[src/rtl/acc_cpu_core.sv]
// acc_cpu_core -- single-accumulator controller core.
//
// Fetches 16-bit instructions from an external program memory (combinational
// read at imem_addr == pc) and talks to a shared data bus through a
// request/ack handshake that tolerates any number of wait states.
//
// Optional feature macro: CALL_STACK_EN
//   defined   : CALL (0x14) / RET (0x15) use a STACK_DEPTH x PC_W return stack;
//               overflow/underflow stops the core without a retire pulse.
//   undefined : 0x14 / 0x15 execute as NOP and no stack storage exists.
//
// Ports:
//   CLK, RST          clock, synchronous active-high reset
//   imem_addr/data    program address (== pc) / instruction at that address
//   bus_addr/rd/wr    registered data-bus request, held until bus_ack
//   bus_wdata         registered store data (accumulator at ST issue)
//   bus_rdata/ack     read data and request completion
//   acc, pc           architectural state
//   retire            one-cycle pulse per completed instruction
//   halted            core stopped (EXIT or stack fault); only RST clears it
module acc_cpu_core #(
   parameter int DATA_W      = 32,
   parameter int PC_W        = 6,
   parameter int ADDR_W      = 8,
   parameter int STACK_DEPTH = 4
) (
   input  logic              CLK,
   input  logic              RST,
   output logic [PC_W-1:0]   imem_addr,
   input  logic [15:0]       imem_data,
   output logic [ADDR_W-1:0] bus_addr,
   output logic              bus_rd,
   output logic              bus_wr,
   output logic [DATA_W-1:0] bus_wdata,
   input  logic [DATA_W-1:0] bus_rdata,
   input  logic              bus_ack,
   output logic [DATA_W-1:0] acc,
   output logic [PC_W-1:0]   pc,
   output logic              retire,
   output logic              halted
);

   localparam int SH_W = $clog2(DATA_W);

   if ((DATA_W < 8) || (DATA_W > 64) || ((DATA_W & (DATA_W - 1)) != 0) ||
       (PC_W < 1) || (PC_W > 8) || (ADDR_W < 1) || (ADDR_W > 8) ||
       (STACK_DEPTH < 1)) begin : g_param_check
      $error("acc_cpu_core: parameter out of range");
   end

   localparam logic [7:0] OP_ADD  = 8'h01, OP_ADDI = 8'h02;
   localparam logic [7:0] OP_SUB  = 8'h03, OP_SUBI = 8'h04;
   localparam logic [7:0] OP_SHL  = 8'h05, OP_SHR  = 8'h06;
   localparam logic [7:0] OP_LD   = 8'h07, OP_LDI  = 8'h08;
   localparam logic [7:0] OP_ST   = 8'h09;
   localparam logic [7:0] OP_AND  = 8'h0A, OP_ANDI = 8'h0B;
   localparam logic [7:0] OP_OR   = 8'h0C, OP_ORI  = 8'h0D;
   localparam logic [7:0] OP_XOR  = 8'h0E, OP_XORI = 8'h0F;
   localparam logic [7:0] OP_BR   = 8'h10, OP_BRZ  = 8'h11, OP_BRNZ = 8'h12;
   localparam logic [7:0] OP_EXIT = 8'h13;
`ifdef CALL_STACK_EN
   localparam logic [7:0] OP_CALL = 8'h14, OP_RET  = 8'h15;
`endif

   typedef enum logic [1:0] {S_EXEC, S_WAIT_RD, S_WAIT_WR, S_HALT} state_t;

   // Shared by immediate forms (b = operand) and memory forms (b = bus_rdata).
   function automatic logic [DATA_W-1:0] alu(input logic [7:0] op,
                                             input logic [DATA_W-1:0] a,
                                             input logic [DATA_W-1:0] b);
      case (op)
         OP_ADD, OP_ADDI: alu = a + b;
         OP_SUB, OP_SUBI: alu = a - b;
         OP_LD,  OP_LDI:  alu = b;
         OP_AND, OP_ANDI: alu = a & b;
         OP_OR,  OP_ORI:  alu = a | b;
         OP_XOR, OP_XORI: alu = a ^ b;
         default:         alu = a;
      endcase
   endfunction

   state_t              state_q, state_d;
   logic [PC_W-1:0]     pc_q, pc_d;
   logic [DATA_W-1:0]   acc_q, acc_d;
   logic [7:0]          op_q, op_d;
   logic [ADDR_W-1:0]   bus_addr_q, bus_addr_d;
   logic                bus_rd_q, bus_rd_d;
   logic                bus_wr_q, bus_wr_d;
   logic [DATA_W-1:0]   bus_wdata_q, bus_wdata_d;
   logic                retire_q, retire_d;
   logic                halted_q, halted_d;

   logic [7:0]          opcode;
   logic [DATA_W-1:0]   imm;
   logic [SH_W-1:0]     shamt;
   logic [PC_W-1:0]     target;
   logic [PC_W-1:0]     pc_inc;

   assign opcode = imem_data[15:8];
   assign imm    = DATA_W'(imem_data[7:0]);
   assign shamt  = imem_data[SH_W-1:0];
   assign target = imem_data[PC_W-1:0];
   assign pc_inc = pc_q + PC_W'(1);

`ifdef CALL_STACK_EN
   localparam int SP_W  = $clog2(STACK_DEPTH + 1);
   localparam int IDX_W = (STACK_DEPTH > 1) ? $clog2(STACK_DEPTH) : 1;

   logic [PC_W-1:0] stack_q [STACK_DEPTH];
   logic [SP_W-1:0] sp_q, sp_d;
   logic            push_en;
`endif

   always_comb begin
      state_d     = state_q;
      pc_d        = pc_q;
      acc_d       = acc_q;
      op_d        = op_q;
      bus_addr_d  = bus_addr_q;
      bus_rd_d    = bus_rd_q;
      bus_wr_d    = bus_wr_q;
      bus_wdata_d = bus_wdata_q;
      retire_d    = 1'b0;
      halted_d    = halted_q;
`ifdef CALL_STACK_EN
      sp_d        = sp_q;
      push_en     = 1'b0;
`endif
      case (state_q)
         S_EXEC: begin
            // Single-cycle ops retire at the next edge; the few cases that
            // wait on the bus or stop the core override these.
            retire_d = 1'b1;
            pc_d     = pc_inc;
            case (opcode)
               OP_ADDI, OP_SUBI, OP_LDI, OP_ANDI, OP_ORI, OP_XORI:
                  acc_d = alu(opcode, acc_q, imm);
               OP_ADD, OP_SUB, OP_LD, OP_AND, OP_OR, OP_XOR: begin
                  op_d       = opcode;
                  bus_addr_d = imem_data[ADDR_W-1:0];
                  bus_rd_d   = 1'b1;
                  state_d    = S_WAIT_RD;
                  retire_d   = 1'b0;
                  pc_d       = pc_q;
               end
               OP_ST: begin
                  bus_addr_d  = imem_data[ADDR_W-1:0];
                  bus_wdata_d = acc_q;
                  bus_wr_d    = 1'b1;
                  state_d     = S_WAIT_WR;
                  retire_d    = 1'b0;
                  pc_d        = pc_q;
               end
               OP_SHL:  acc_d = acc_q << shamt;
               OP_SHR:  acc_d = acc_q >> shamt;
               OP_BR:   pc_d = target;
               OP_BRZ:  if (acc_q == '0) pc_d = target;
               OP_BRNZ: if (acc_q != '0) pc_d = target;
               OP_EXIT: begin
                  pc_d     = pc_q;
                  halted_d = 1'b1;
                  state_d  = S_HALT;
               end
`ifdef CALL_STACK_EN
               // Stack faults stop the core at the faulting instruction
               // without a retire pulse.
               OP_CALL: begin
                  if (sp_q == SP_W'(STACK_DEPTH)) begin
                     retire_d = 1'b0;
                     pc_d     = pc_q;
                     halted_d = 1'b1;
                     state_d  = S_HALT;
                  end else begin
                     push_en = 1'b1;
                     sp_d    = sp_q + SP_W'(1);
                     pc_d    = target;
                  end
               end
               OP_RET: begin
                  if (sp_q == '0) begin
                     retire_d = 1'b0;
                     pc_d     = pc_q;
                     halted_d = 1'b1;
                     state_d  = S_HALT;
                  end else begin
                     sp_d = sp_q - SP_W'(1);
                     pc_d = stack_q[IDX_W'(sp_q - SP_W'(1))];
                  end
               end
`endif
               default: ;
            endcase
         end
         S_WAIT_RD: begin
            if (bus_ack) begin
               acc_d    = alu(op_q, acc_q, bus_rdata);
               bus_rd_d = 1'b0;
               pc_d     = pc_inc;
               retire_d = 1'b1;
               state_d  = S_EXEC;
            end
         end
         S_WAIT_WR: begin
            if (bus_ack) begin
               bus_wr_d = 1'b0;
               pc_d     = pc_inc;
               retire_d = 1'b1;
               state_d  = S_EXEC;
            end
         end
         S_HALT: ;
         default: state_d = S_EXEC;
      endcase
   end

   always_ff @(posedge CLK) begin
      if (RST) begin
         state_q     <= S_EXEC;
         pc_q        <= '0;
         acc_q       <= '0;
         op_q        <= '0;
         bus_addr_q  <= '0;
         bus_rd_q    <= 1'b0;
         bus_wr_q    <= 1'b0;
         bus_wdata_q <= '0;
         retire_q    <= 1'b0;
         halted_q    <= 1'b0;
      end else begin
         state_q     <= state_d;
         pc_q        <= pc_d;
         acc_q       <= acc_d;
         op_q        <= op_d;
         bus_addr_q  <= bus_addr_d;
         bus_rd_q    <= bus_rd_d;
         bus_wr_q    <= bus_wr_d;
         bus_wdata_q <= bus_wdata_d;
         retire_q    <= retire_d;
         halted_q    <= halted_d;
      end
   end

`ifdef CALL_STACK_EN
   // Entries above the occupancy counter are dead, so only sp needs reset.
   always_ff @(posedge CLK) begin
      if (RST) sp_q <= '0;
      else     sp_q <= sp_d;
   end

   always_ff @(posedge CLK) begin
      if (!RST && push_en) stack_q[IDX_W'(sp_q)] <= pc_inc;
   end
`endif

   assign imem_addr = pc_q;
   assign pc        = pc_q;
   assign acc       = acc_q;
   assign bus_addr  = bus_addr_q;
   assign bus_rd    = bus_rd_q;
   assign bus_wr    = bus_wr_q;
   assign bus_wdata = bus_wdata_q;
   assign retire    = retire_q;
   assign halted    = halted_q;

endmodule

[config.mk]
export PLATFORM = sky130hd
export DESIGN_NAME = acc_cpu_core
export DESIGN_NICKNAME = d
export VERILOG_FILES = /design/src/rtl/acc_cpu_core.sv
export SDC_FILE = /design/constraint.sdc
export NUM_CORES = 1
export LEC_CHECK = 0
export ABC_CLOCK_PERIOD_IN_PS = 6900
export CAP_MARGIN = 20
export CORE_UTILIZATION = 25
export DETAILED_ROUTE_END_ITERATION = 12
export SLEW_MARGIN = 5
export SYNTH_ARGS = -nofsm -noshare
export SYNTH_HDL_FRONTEND = slang
export SYNTH_SLANG_ARGS = --single-unit
[constraint.sdc]
create_clock -name CLK -period 6.9 [get_ports CLK]
set_input_delay 1.38 -clock CLK [delete_from_list [all_inputs] [get_ports CLK]]
set_output_delay 1.38 -clock CLK [all_outputs]
set_load 0.02 [all_outputs]
## Word-level counts from Yosys, hierarchy flattened

Index checks and enable logic that the tools add are counted.

| word-level totals | value |
|---|---|
| register bits after elaboration | 92 |
| input port bits | 51 |
| output and inout bits | 88 |
| logic and storage cells | 119 |

| operators by class | value |
|---|---|
| $add $sub $neg | 5 |
| equal/unequal tests | 43 |
| shift operators | 2 |
| muxes and demuxes | 21 |
| bitwise operators | 6 |
| reductions and logical operators | 32 |

Operators by type and width:

| operator | number |
|---|---|
| one-hot mux 32 bit (6 select lines) | 2 |
| equality test 8 x 4 -> 1 bit (second input constant) | 15 |
| one-hot mux 32 bit (3 select lines) | 1 |
| one-hot mux 32 bit (2 select lines) | 1 |
| equality test 8 x 3 -> 1 bit (second input constant) | 6 |
| adder 32 bit | 1 |
| adder 32 x 8 -> 32 bit | 1 |
| bitwise AND 32 bit | 1 |
| bitwise AND 32 x 8 -> 32 bit | 1 |
| equality test 8 x 2 -> 1 bit (second input constant) | 4 |
| equality test 8 x 5 -> 1 bit (second input constant) | 4 |
| zero test 32 bit | 1 |
| two-way mux 32 bit | 1 |
| OR 32 bit | 1 |
| OR 32 x 8 -> 32 bit | 1 |
| nonzero test 32 bit | 1 |
| left shift 32 x 5 -> 32 bit | 1 |
| >> shifter 32 x 5 -> 32 bit | 1 |
| subtractor 32 bit | 1 |
| subtractor 32 x 8 -> 32 bit | 1 |
| XOR 32 bit | 1 |
| XOR 32 x 8 -> 32 bit | 1 |
| OR reduction 2 bit | 13 |
| one-hot mux 6 bit (4 select lines) | 1 |
| 24 further kinds | 47 |

## Longest topological paths before layout

Gate-level depths: netlist (run 1).

| depth | value |
|---|---|
| depth in word-level cells | 5 |
| mapped depth | 19 |
| gate-level depth less buffers | 18 |

## Worst setup path after synthesis (run 1)

Ideal clock, no wire load.

| timing path | value |
|---|---|
| path kind | input -> register |
| start | in bus_rdata[1] |
| end | reg acc_q[31], in the netlist acc[31] |
| setup time | 0.130 ns |
| arrival time | 5.073 ns |
| required time | 6.770 ns |
| path slack | 1.697 ns |
| stages | 18 |
| path buffers | 1 |
| cell sequence | inv_1 > ha_1 > nand3_1 > or4_1 > nand2b_1 > or2_2 > o21ai_0 > xnor2_1 > ha_1 > clkbuf_1 > a21o_1 > a21o_1 > a21oi_1 > o21ai_0 > a221o_1 > a211o_1 > a311oi_1 > a211oi_2 |

| on the way | value |
|---|---|
| longest elaborated chain between the ends | 4 |
| elaborated cells between the ends (all ways) | 5 |
| classes of those cells | add/sub (2); mux (3) |

RTL lines:

| element | RTL line | RTL |
|---|---|---|
| start: declaration | 35 | `input logic [DATA_W-1:0] bus_rdata,` |
| subtractor 32 bit or adder 32 bit (tied branches) | 73, 72 |  |
| one-hot mux 32 bit (6 select lines) * | 71 | `case (op)` |
| two-way mux 32 bit * | 195 | `if (bus_ack) begin` |
| one-hot mux 32 bit (2 select lines) * | 129 | `case (state_q)` |
| end signal: assignment | 220 | `acc_q <= '0;` |
| end signal: assignment | 231 | `acc_q <= acc_d;` |
| end: declaration | 84 | `logic [DATA_W-1:0] acc_q, acc_d;` |

Mark *: on every way between the ends. The rest lies on a longest branch, timed or not. The select of a mux whose other input is x is not followed.
A chain may end at the register's enable or synchronous reset.

## Worst setup path in the final report (run 1)

| timing path | value |
|---|---|
| start | in bus_rdata[0] |
| end | reg acc_q[31], in the netlist acc[31] |

The elaborated chain is that of the path after synthesis.

==> run summary, run 1 <==
Synth area leader: ha_1
P_leak: 6.49 nW
PostCTS Resize Cnt: 0
Combinational share of power: 0.394
RSZ-0062 raised after global routing: false
Number of port buffers: 138
Min-delay src: bus_wdata[7]$_SDFFE_PP0P_
# setup viols final: 0
Final Max Slew Viols: 0
Initial core utilization: 0.254
Crit-path max cell delay: 0.63 ns
Setup TNS: 0 ns
# IOs: 139
Seq pwr share: 0.315
Synth top cells by count: nand2_1 (229), a21oi_1 (178), ha_1 (156), nor2_1 (151), clkbuf_1 (110)
Worst setup SP type: input port
Internal power: 0.00106 W
Fmax: 0.168 GHz
Switch share: 0.416
Fin nets: 2206
Type of the most critical hold path: flop to flop
GRT overflow: 0
Core Rows: 88
Post-Syn Nets: 2161
Crit. End Element: flop
Worst Clk Skew: 0.0128 ns
Non-Filler Instances: 2769
Setup slack, reg-to-reg: 2.22 ns
Most common cell in the synthesized netlist: nand2_1
Worst r2r path cells: 14
Final GP Congestion: 1.00
Setup Crit Path Kind: input port to flop
Initial antenna violation count: 2
Max Cap Violations: 0
Post-Synthesis Cells: 1952
Hold path depth: 2
Final WS setup: 0.933 ns
Vias per cell: 5.94
DRC Markers: 0
Min cycle time layout: 5.97 ns
Die Area: 59800 sq um
Worst-path clk slew: 0.08 ns
Main synth FF type: dfxtp_1
Mapped Area: 14700 sq um
Reg2reg start: op_q[2]$_SDFFE_PP0P_
CTS Buffer Depth: 2
Net switching power: 0.000752 W
R2R Path End: acc[18]$_SDFFE_PP0P_
Power Dens Cells: 106 nW/um^2
Htree depth: 3
First-pass GRT wire length: 103000 um
DR vias: 16400
Drt first pass iters: 6
DRT iter0 DRCs: 1777
Die X: 245 um
Clk pwr share: 0.291
Synth top area cells: ha_1 (13%), dfxtp_1 (13%), mux4_2 (8.6%), a21oi_1 (6.1%), nand2_1 (5.8%)
Share of cells above drive strength 1: 0.0869
Slowest-stage cell, CP: or4_1
Via count of the first global-routing pass: 15600
Maximum vdd drop: 0.128 mV
Routed WL per cell: 25.5 um
Hpwl dp: 53300 um
Worst-margin pin slew: 1.18 ns
#FFs+latches synth: 92
Hold endpoint: bus_wdata[7]$_SDFFE_PP0P_
Crit-path cells: clkdlybuf4s50_1 -> inv_1 -> ha_1 -> nand3_1 -> or4_1 -> nand2b_1 -> or2_2 -> o21ai_0 -> xnor2_1 -> ha_1 -> a21o_1 -> a21o_1 -> a21oi_1 -> o21ai_0 -> a221o_1 -> a211o_1 -> a311oi_1 -> a211oi_2
Fill cell count: 6311
Clock Sinks: 92
Worst EP arrival: 6.24 ns
Later-pin clock latency in the skew report: 0.39 ns
Async SR Flop Fraction: 0
Sequential share of the synthesized area: 0.125
Fin util: 0.295
Final hold viol count: 0
Yosys cell types: 85
Avg Inst Size Synth: 7.53 sq um
Final Total Pwr: 0.00181 W
Area delta synth->final: 16.4%
CP Buf/Inv Count: 2
Pre-CTS WS: 0.557 ns
All-Layer GR Usage: 0.229
Synth Warn #: 0
Critical path startpoint: bus_rdata[0]
Floorplan core area: 57900 sq um
Inst Count DP: 2750
Final WL: 70600 um
Post-CTS Setup Inserts: 0
Crit-path max FO: 7
Number of synthesized flops with an enable pin: 0
Die height: 245 um
Share of the synthesized area in the top cell type: 0.133
Worst relative slew slack: 0.215
CTS root buffer: clkbuf_16
CTS tree: built
CTS Hold Bufs: 0
Largest net degree at the start of global routing: 71
Status: completed
Antenna Nets Post-Route: 0
Post-route clock period utilization: 0.865
CP delay by family, top: compound AO/OA/AOI/OAI gates
CTS buffer count: 9
Critical Path RT: 7.17 ns
[tightest hold or removal path: stages (launching register included)]
cell and delay [ns]:
dfxtp_1 0.31, nand2_1 0.05, a21oi_1 0.05
[state kept, by name, indices dropped and copies added (netlist names), 2 cells and up]
name       count
state_q        2
acc           32
op_q           8
imem_addr      6
bus_wdata     32
bus_addr       8
[through the flow]
stage / hold slack (ns) / area (sq um)
global placement: 0.453 / 16800
CTS: 0.458 / 17100
global route: 0.476 / 17100
detailed placement: 0.448 / 16800
floorplan: 0.465 / 14700
finish: 0.454 / 17100
[how the worst max path moves through the flow]
stage,endpoint,slack (ns),cells after the start
after global routing,acc[31]$_SDFFE_PP0P_,0.62,18
after CTS,acc[31]$_SDFFE_PP0P_,0.97,18
final,acc[31]$_SDFFE_PP0P_,0.93,18
after detailed placement,acc[31]$_SDFFE_PP0P_,0.56,18
after floorplan,acc[31]$_SDFFE_PP0P_,1.70,18
after global placement,acc[31]$_SDFFE_PP0P_,0.67,18
[layout make-up]
| type | instances | area (sq um) | area share |
|---|---|---|---|
| clock buffers | 9 | 225 | 0.0132 |
| flip-flops and latches | 92 | 1840 | 0.108 |
| well taps | 765 | 957 | 0.0559 |
| clock inverters | 7 | 58.8 | 0.00344 |
| inverters | 95 | 357 | 0.0208 |
| repair buffers | 195 | 1820 | 0.106 |
| diodes | 2 | 5.00 | 0.000292 |
| multi-input cells | 1604 | 11900 | 0.692 |
[power groups by stage]
stage	Sequential, W	Clock, W	Combinational [W]
after global placement	0.000582	0	0.000686
after floorplan	0.000585	0	0.000425
final	0.000571	0.000526	0.000712
after detailed placement	0.000582	0	0.000695
after global routing	0.000572	0.000546	0.000757
after CTS	0.000570	0.000536	0.000698
[metal layers]
metal | track usage | wire length (um) | up-vias
met2 | 0.364 | 31400 | 902
met4 | 0.112 | 3550 | 2
met3 | 0.0409 | 6120 | 181
li1 | - | - | 7362
met5 | 0 | 13 | -
met1 | 0.297 | 29500 | 7996
[cells by family (layout without fill, tap and decap cells)]
kind of cell	Yosys count	in the layout	synth area share
AOI/OAI and AO/OA	622	622	0.282
xor gates and xnor gates	78	78	0.0464
adders and majority gates	158	158	0.135
buffers and inverters	256	306	0.0706
DFF	92	92	0.125
muxes	151	151	0.151
other	0	2	0
and+or+nand+nor	595	595	0.189
[cell usage in the layout, fill, tap and decap left out, types with 20 or more instances in the layout]
master           Yosys  layout
a31oi_1             20      20
o22ai_1             34      34
o21ai_0            107     107
o21a_1              23      23
mux2i_1             85      85
clkdlybuf4s50_1      0     133
nand2_1            229     229
inv_1               89      89
nand3_1             46      46
a21o_1              35      35
a211oi_1            20      20
nand2b_1            20      20
ha_1               156     156
a21oi_1            178     176
dfxtp_1             92      92
xnor2_1             66      66
a221oi_1            23      23
mux4_2              56      56
nor3_1              31      30
buf_4                9      58
nor2_1             151     150
Note: power is estimated with default switching activity, not from simulation.
==> run 2, diff against run 1 <==
- CELL_PAD_IN_SITES_DETAIL_PLACEMENT: not set -> 1
- CELL_PAD_IN_SITES_GLOBAL_PLACEMENT: not set -> 2
- PLACE_DENSITY_LB_ADDON: not set -> 0.1
- SETUP_SLACK_MARGIN: not set -> 0.2
- SLEW_MARGIN: 5 -> 0
==> run 2 against run 1 <==
Against the previous run:
- clock-buffer cell count unchanged
- sequential share of layout area down 0.12 points
- combinational power up 3.8%
- clock power up 6.8%
- die area unchanged
- worst hold slack better by 0.0094 ns
- clock skew about the same
- cell count up 0.76%
- largest power group unchanged
==> run summary, run 2 (synthesized netlist as in run 1, its figures left out) <==
Ant. Diodes: 0 (-2)
Final WL: 80800 um (+14%)
Fmax: 0.169 GHz (+1.1%)
Power Dens Cells: 108 nW/um^2 (+1.8%)
GRT overflow: 0 (unchanged)
# IOs: 139 (unchanged)
Number of port buffers: 138 (unchanged)
Later-pin clock latency in the skew report: 0.40 ns (about the same)
Crit-path cells: clkdlybuf4s50_1 -> inv_1 -> ha_1 -> nand3_1 -> or4_1 -> nand2b_1 -> or2_2 -> o21ai_0 -> xnor2_1 -> ha_1 -> a21o_1 -> a21o_1 -> a21oi_1 -> o21ai_0 -> a221o_1 -> a211o_1 -> a311oi_1 -> a211oi_2
Routed WL per cell: 29.0 um (+14%)
Critical Path RT: 7.17 ns (about the same)
Final Max Slew Viols: 0 (unchanged)
Initial antenna violation count: 0 (-2)
Worst EP arrival: 6.17 ns (-0.07 ns)
Crit. End Element: flop
CTS buffer count: 9 (unchanged)
Core Rows: 88 (unchanged)
Post-route clock period utilization: 0.856 (-0.00909)
Reg2reg start: op_q[2]$_SDFFE_PP0P_
Die X: 245 um (unchanged)
Worst-margin pin slew: 1.11 ns (-0.0639 ns)
DR vias: 16300 (-1.1%)
Maximum vdd drop: 0.118 mV (-7.6%)
Area delta synth->final: 17.6%
Die Area: 59800 sq um (unchanged)
Final instance area: 17300 sq um (+1.1%)
PostCTS Resize Cnt: 0 (unchanged)
Crit-path max FO: 7 (unchanged)
Fill cell count: 7018 (+11%)
Worst relative slew slack: 0.256 (+0.0414)
Vias per cell: 5.83 (-1.8%)
Fin nets: 2229 (+1.0%)
Die height: 245 um (unchanged)
CTS tree: built
DRC Markers: 0 (unchanged)
RSZ-0062 raised after global routing: false
Status: completed
Max Cap Violations: 0 (unchanged)
Share of cells above drive strength 1: 0.0968 (+0.00988)
Worst setup SP type: input port
CTS Hold Bufs: 0 (unchanged)
Worst Clk Skew: 0.0133 ns (+0.000438 ns)
Final hold viol count: 0 (unchanged)
Min cycle time layout: 5.90 ns (-0.0627 ns)
Clock Sinks: 92 (unchanged)
All-Layer GR Usage: 0.267 (+0.0381)
Crit-path max cell delay: 0.56 ns (-0.07 ns)
Htree depth: 3 (unchanged)
Largest net degree at the start of global routing: 69 (-2.8%)
Hpwl dp: 59800 um (+12%)
Setup Crit Path Kind: input port to flop
Worst-path clk slew: 0.08 ns (about the same)
P_leak: 6.61 nW (+1.9%)
Final GP Congestion: 0.891 (-11%)
Drt first pass iters: 6 (unchanged)
CTS root buffer: clkbuf_16
Area after DPL: 17000 sq um (+1.1%)
First-pass GRT wire length: 118000 um (+14%)
CTS Buffer Depth: 2 (unchanged)
Slowest-stage cell, CP: or4_1
Type of the most critical hold path: flop to flop
Min-delay src: bus_wdata[14]$_SDFFE_PP0P_
# setup viols final: 0 (unchanged)
Post-CTS Setup Inserts: 0 (unchanged)
Critical path startpoint: bus_rdata[1]
Setup TNS: 0 ns (unchanged)
DRT iter0 DRCs: 1270 (-29%)
Most frequent cells in the layout: nand2_1 (229), a21oi_1 (177), ha_1 (156), nor2_1 (150), clkdlybuf4s50_1 (133)
Via count of the first global-routing pass: 16800 (+8.0%)
Most common cell after layout, fill and taps aside: nand2_1
Initial core utilization: 0.254 (unchanged)
Antenna Nets Post-Route: 0 (unchanged)
Floorplan core area: 57900 sq um (unchanged)
-- run 2: through the flow --
step	utilization	std cells	power [W]	hold WS, ns	setup slack (ns)
after floorplan	-	1952	0.00101	0.465	1.70
after global placement	0.293	2772	0.00130	0.447	0.592
after detailed placement	0.293	2774	0.00131	0.452	0.589
after CTS	0.299	2790	0.00188	0.468	0.996
after global routing	0.299	2790	0.00195	0.488	0.627
final	0.299	2790	0.00186	0.463	0.995
-- run 2: metal layers --
metal  vias up  part of all wire  global-route usage
li1       7390                 -                   -
met1      8234              0.44               0.337
met2       532              0.48               0.459
met3       108             0.051              0.0404
met4         0             0.034              0.0928
met5         -                 0                   0
-- run 2: final timing paths --
path              slack (ns)  cells after the start                          to
setup / recovery         1.0                     18        acc[31]$_SDFFE_PP0P_
hold / removal          0.46                      2  bus_wdata[14]$_SDFFE_PP0P_
setup reg to reg        2.03                     13        acc[18]$_SDFFE_PP0P_
hold reg to reg         0.46                      2  bus_wdata[14]$_SDFFE_PP0P_
-- run 2: layout make-up --
cell class	count	area (sq um)	share of cell area
Sequential cell	92	1840	0.106
Multi-Input combinational cell	1604	11800	0.685
Clock buffer	9	225	0.0130
Clock inverter	7	88.8	0.00513
Timing Repair Buffer	218	1990	0.115
Tap cell	765	957	0.0553
Inverter	95	357	0.0206
-- run 2: report_power, final --
group / switching, W / internal, W / leakage, nW / total [W]
clock network: 0.000301 / 0.000262 / 0.152 / 0.000562
registers: 0.0000165 / 0.000544 / 0.743 / 0.000560
logic: 0.000474 / 0.000265 / 5.71 / 0.000739
total: 0.000792 / 0.00107 / 6.61 / 0.00186
-- run 2: critical path: cells and delay by family --
kind	cells	cell delay [ns]
buffers and inverters	2	0.64
AOI/OAI and AO/OA	9	2.17
and+or+nand+nor	4	1.28
xor gates and xnor gates	1	0.15
adders and majority gates	2	0.56
==> patch: new RTL, config.mk and constraints of run 1 <==
Change the parameter `PC_W` from 6 to 3.
--- a/src/rtl/acc_cpu_core.sv
+++ b/src/rtl/acc_cpu_core.sv
@@ -21,5 +21,5 @@
 module acc_cpu_core #(
    parameter int DATA_W      = 32,
-   parameter int PC_W        = 6,
+   parameter int PC_W        = 3,
    parameter int ADDR_W      = 8,
    parameter int STACK_DEPTH = 4
Ports: changed (resized imem_addr and pc); port bits go from 139 to 133. The function was not compared with the original's and may differ.
==> patch against run 1 <==
Cell area down 3.6%; worst setup slack better by 0.21 ns; sequential cell count is 3 lower; via count decreased by 2.1%; routed wire length decreased by 7.1%; synthesized area fell by 3.5%; sequential share of layout area about the same; critical path type unchanged.
Power is not compared: it rests on default switching activity, and its combinational part moved more than twofold at a synthesized area within 25%.
==> patch: results (changes against run 1) <==
R2R depth: 16 (+2)
nets: 2225 (+0.86%)
mux cell area share after synthesis: 12.4% (-2.7 points)
Net Count, Synth: 2184 (+1.1%)
share of the yosys chip area belonging to registers: 12.6% (+0.032 points)
vias in the first global route: 15000 (-3.9%)
crit path launch type: input port
Yosys cell types: 84 (-1.2%)
GRT Overall Usage: 22.3% (-0.65 points)
Via density: 5.82 (-2.1%)
Post-Synth Adder-Cell Area: 14.0% (+0.49 points)
initial antenna violation count: 1 (-1)
clk_lat worst skew: 0.38 ns
Arr. time, crit path: 6.06 ns (-0.18 ns)
worst setup path end: acc[29]
Synth area leaders: ha_1, dfxtp_1, nand2_1
Rel. slew slack: 22.3% (+0.86 points)
gpl congestion: 0.991 (-0.88%)
HPWL Detailed: 48300 µm (-9.4%)
mean routed wirelength per cell: 23.7 µm (-7.1%)
first-pass GRT wire length: 96800 µm (-6.1%)
Commonest cells post-synth: nand2_1, a21oi_1, ha_1, nor2_1, clkbuf_1
drt total wl: 65600 µm (-7.1%)
Compound-Gate Fraction of Synth Area: 27.7% (-0.49 points)
FF-to-FF Start: op_q[1]
Warnings, synthesis: 0 (unchanged)
share of cells above drive strength 1: 7.42% (-1.3 points)
Critical Path Start: bus_rdata[12]
Resized Gates After CTS: 0 (unchanged)
DP Cell Count: 2752 (+0.073%)
maximum number of pins on one net before global-route repair: 79 (+11%)
DRT iter0 DRCs: 2052 (+15%)
Port Buf Inserts: 132 (-4.3%)
Gate Count Post-Synth: 1975 (+1.2%)
Num CTS Buffers: 9 (unchanged)
status: finished clean
Cell Area, Placed: 16200 µm² (-3.8%)
post-synthesis xor/xnor area fraction: 5.24% (+0.59 points)
# diodes: 0 (-2)
CP max stage cell: or4_4
root buffer cell: clkbuf_16
drt pass-1 iters: 8 (+2)
crit-path max cell delay: 0.60 ns (-0.03 ns)
CP Max Fanout: 8 (+1)
Final Skew: 0.0185 ns (+0.00566 ns)
FF-to-FF setup slack: 2.11 ns (-0.11 ns)
==> patch: how the worst min path moves through the flow <==
stage,from,to,slack [ns],cells after the start
2_1_floorplan,op_q[7],op_q[7],0.44,1
3_3_place_gp,bus_addr[7],bus_addr[7],0.44,2
3_5_place_dp,bus_wdata[28],bus_wdata[28],0.44,2
4_1_cts,bus_addr[2],bus_addr[2],0.45,2
5_1_grt,bus_addr[2],bus_addr[2],0.47,2
6_report,bus_addr[2],bus_addr[2],0.45,2
==> patch: final cells by class <==
type,count,area (µm²)
Clock inverter,7,90.1
Timing Repair Buffer,182,1680
Clock buffer,9,225
Tap cell,748,936
Multi-Input combinational cell,1634,11400
Fill cell,6041,39100
Inverter,100,375
Sequential cell,89,1780
==> patch: routing by layer <==
| metal | routed length, µm | GRT usage, % | part of all wire (%) |
|---|---|---|---|
| met4 | 3340 | 10.5 | 5.1 |
| met3 | 5820 | 3.62 | 8.9 |
| met1 | 27400 | 29.4 | 42 |
| met5 | 0 | 0 | 0 |
| met2 | 29000 | 35.1 | 44 |
==> patch: through the flow <==
stage | worst slack, ns | power [W]
after floorplan | 1.75 | 0.00151
after global routing | 0.858 | 0.00277
after detailed placement | 0.830 | 0.00206
final | 1.15 | 0.00263
after global placement | 0.730 | 0.00205
after CTS | 1.22 | 0.00261
==> patch: power by group <==
group	internal (W)	switching (W)
registers	0.000545	0.0000962
clock network	0.000288	0.000251
logic	0.000540	0.000908
==> patch: worst register-to-register path, delay by kind of cell (launching register included) <==
kind / cells / cell delay (ns)
adders and majority gates: 1 / 0.35
DFF: 1 / 0.34
xor gates and xnor gates: 1 / 0.15
buffers and inverters: 2 / 0.63
AOI/OAI and AO/OA: 10 / 2.56
and+or+nand+nor: 2 / 0.69
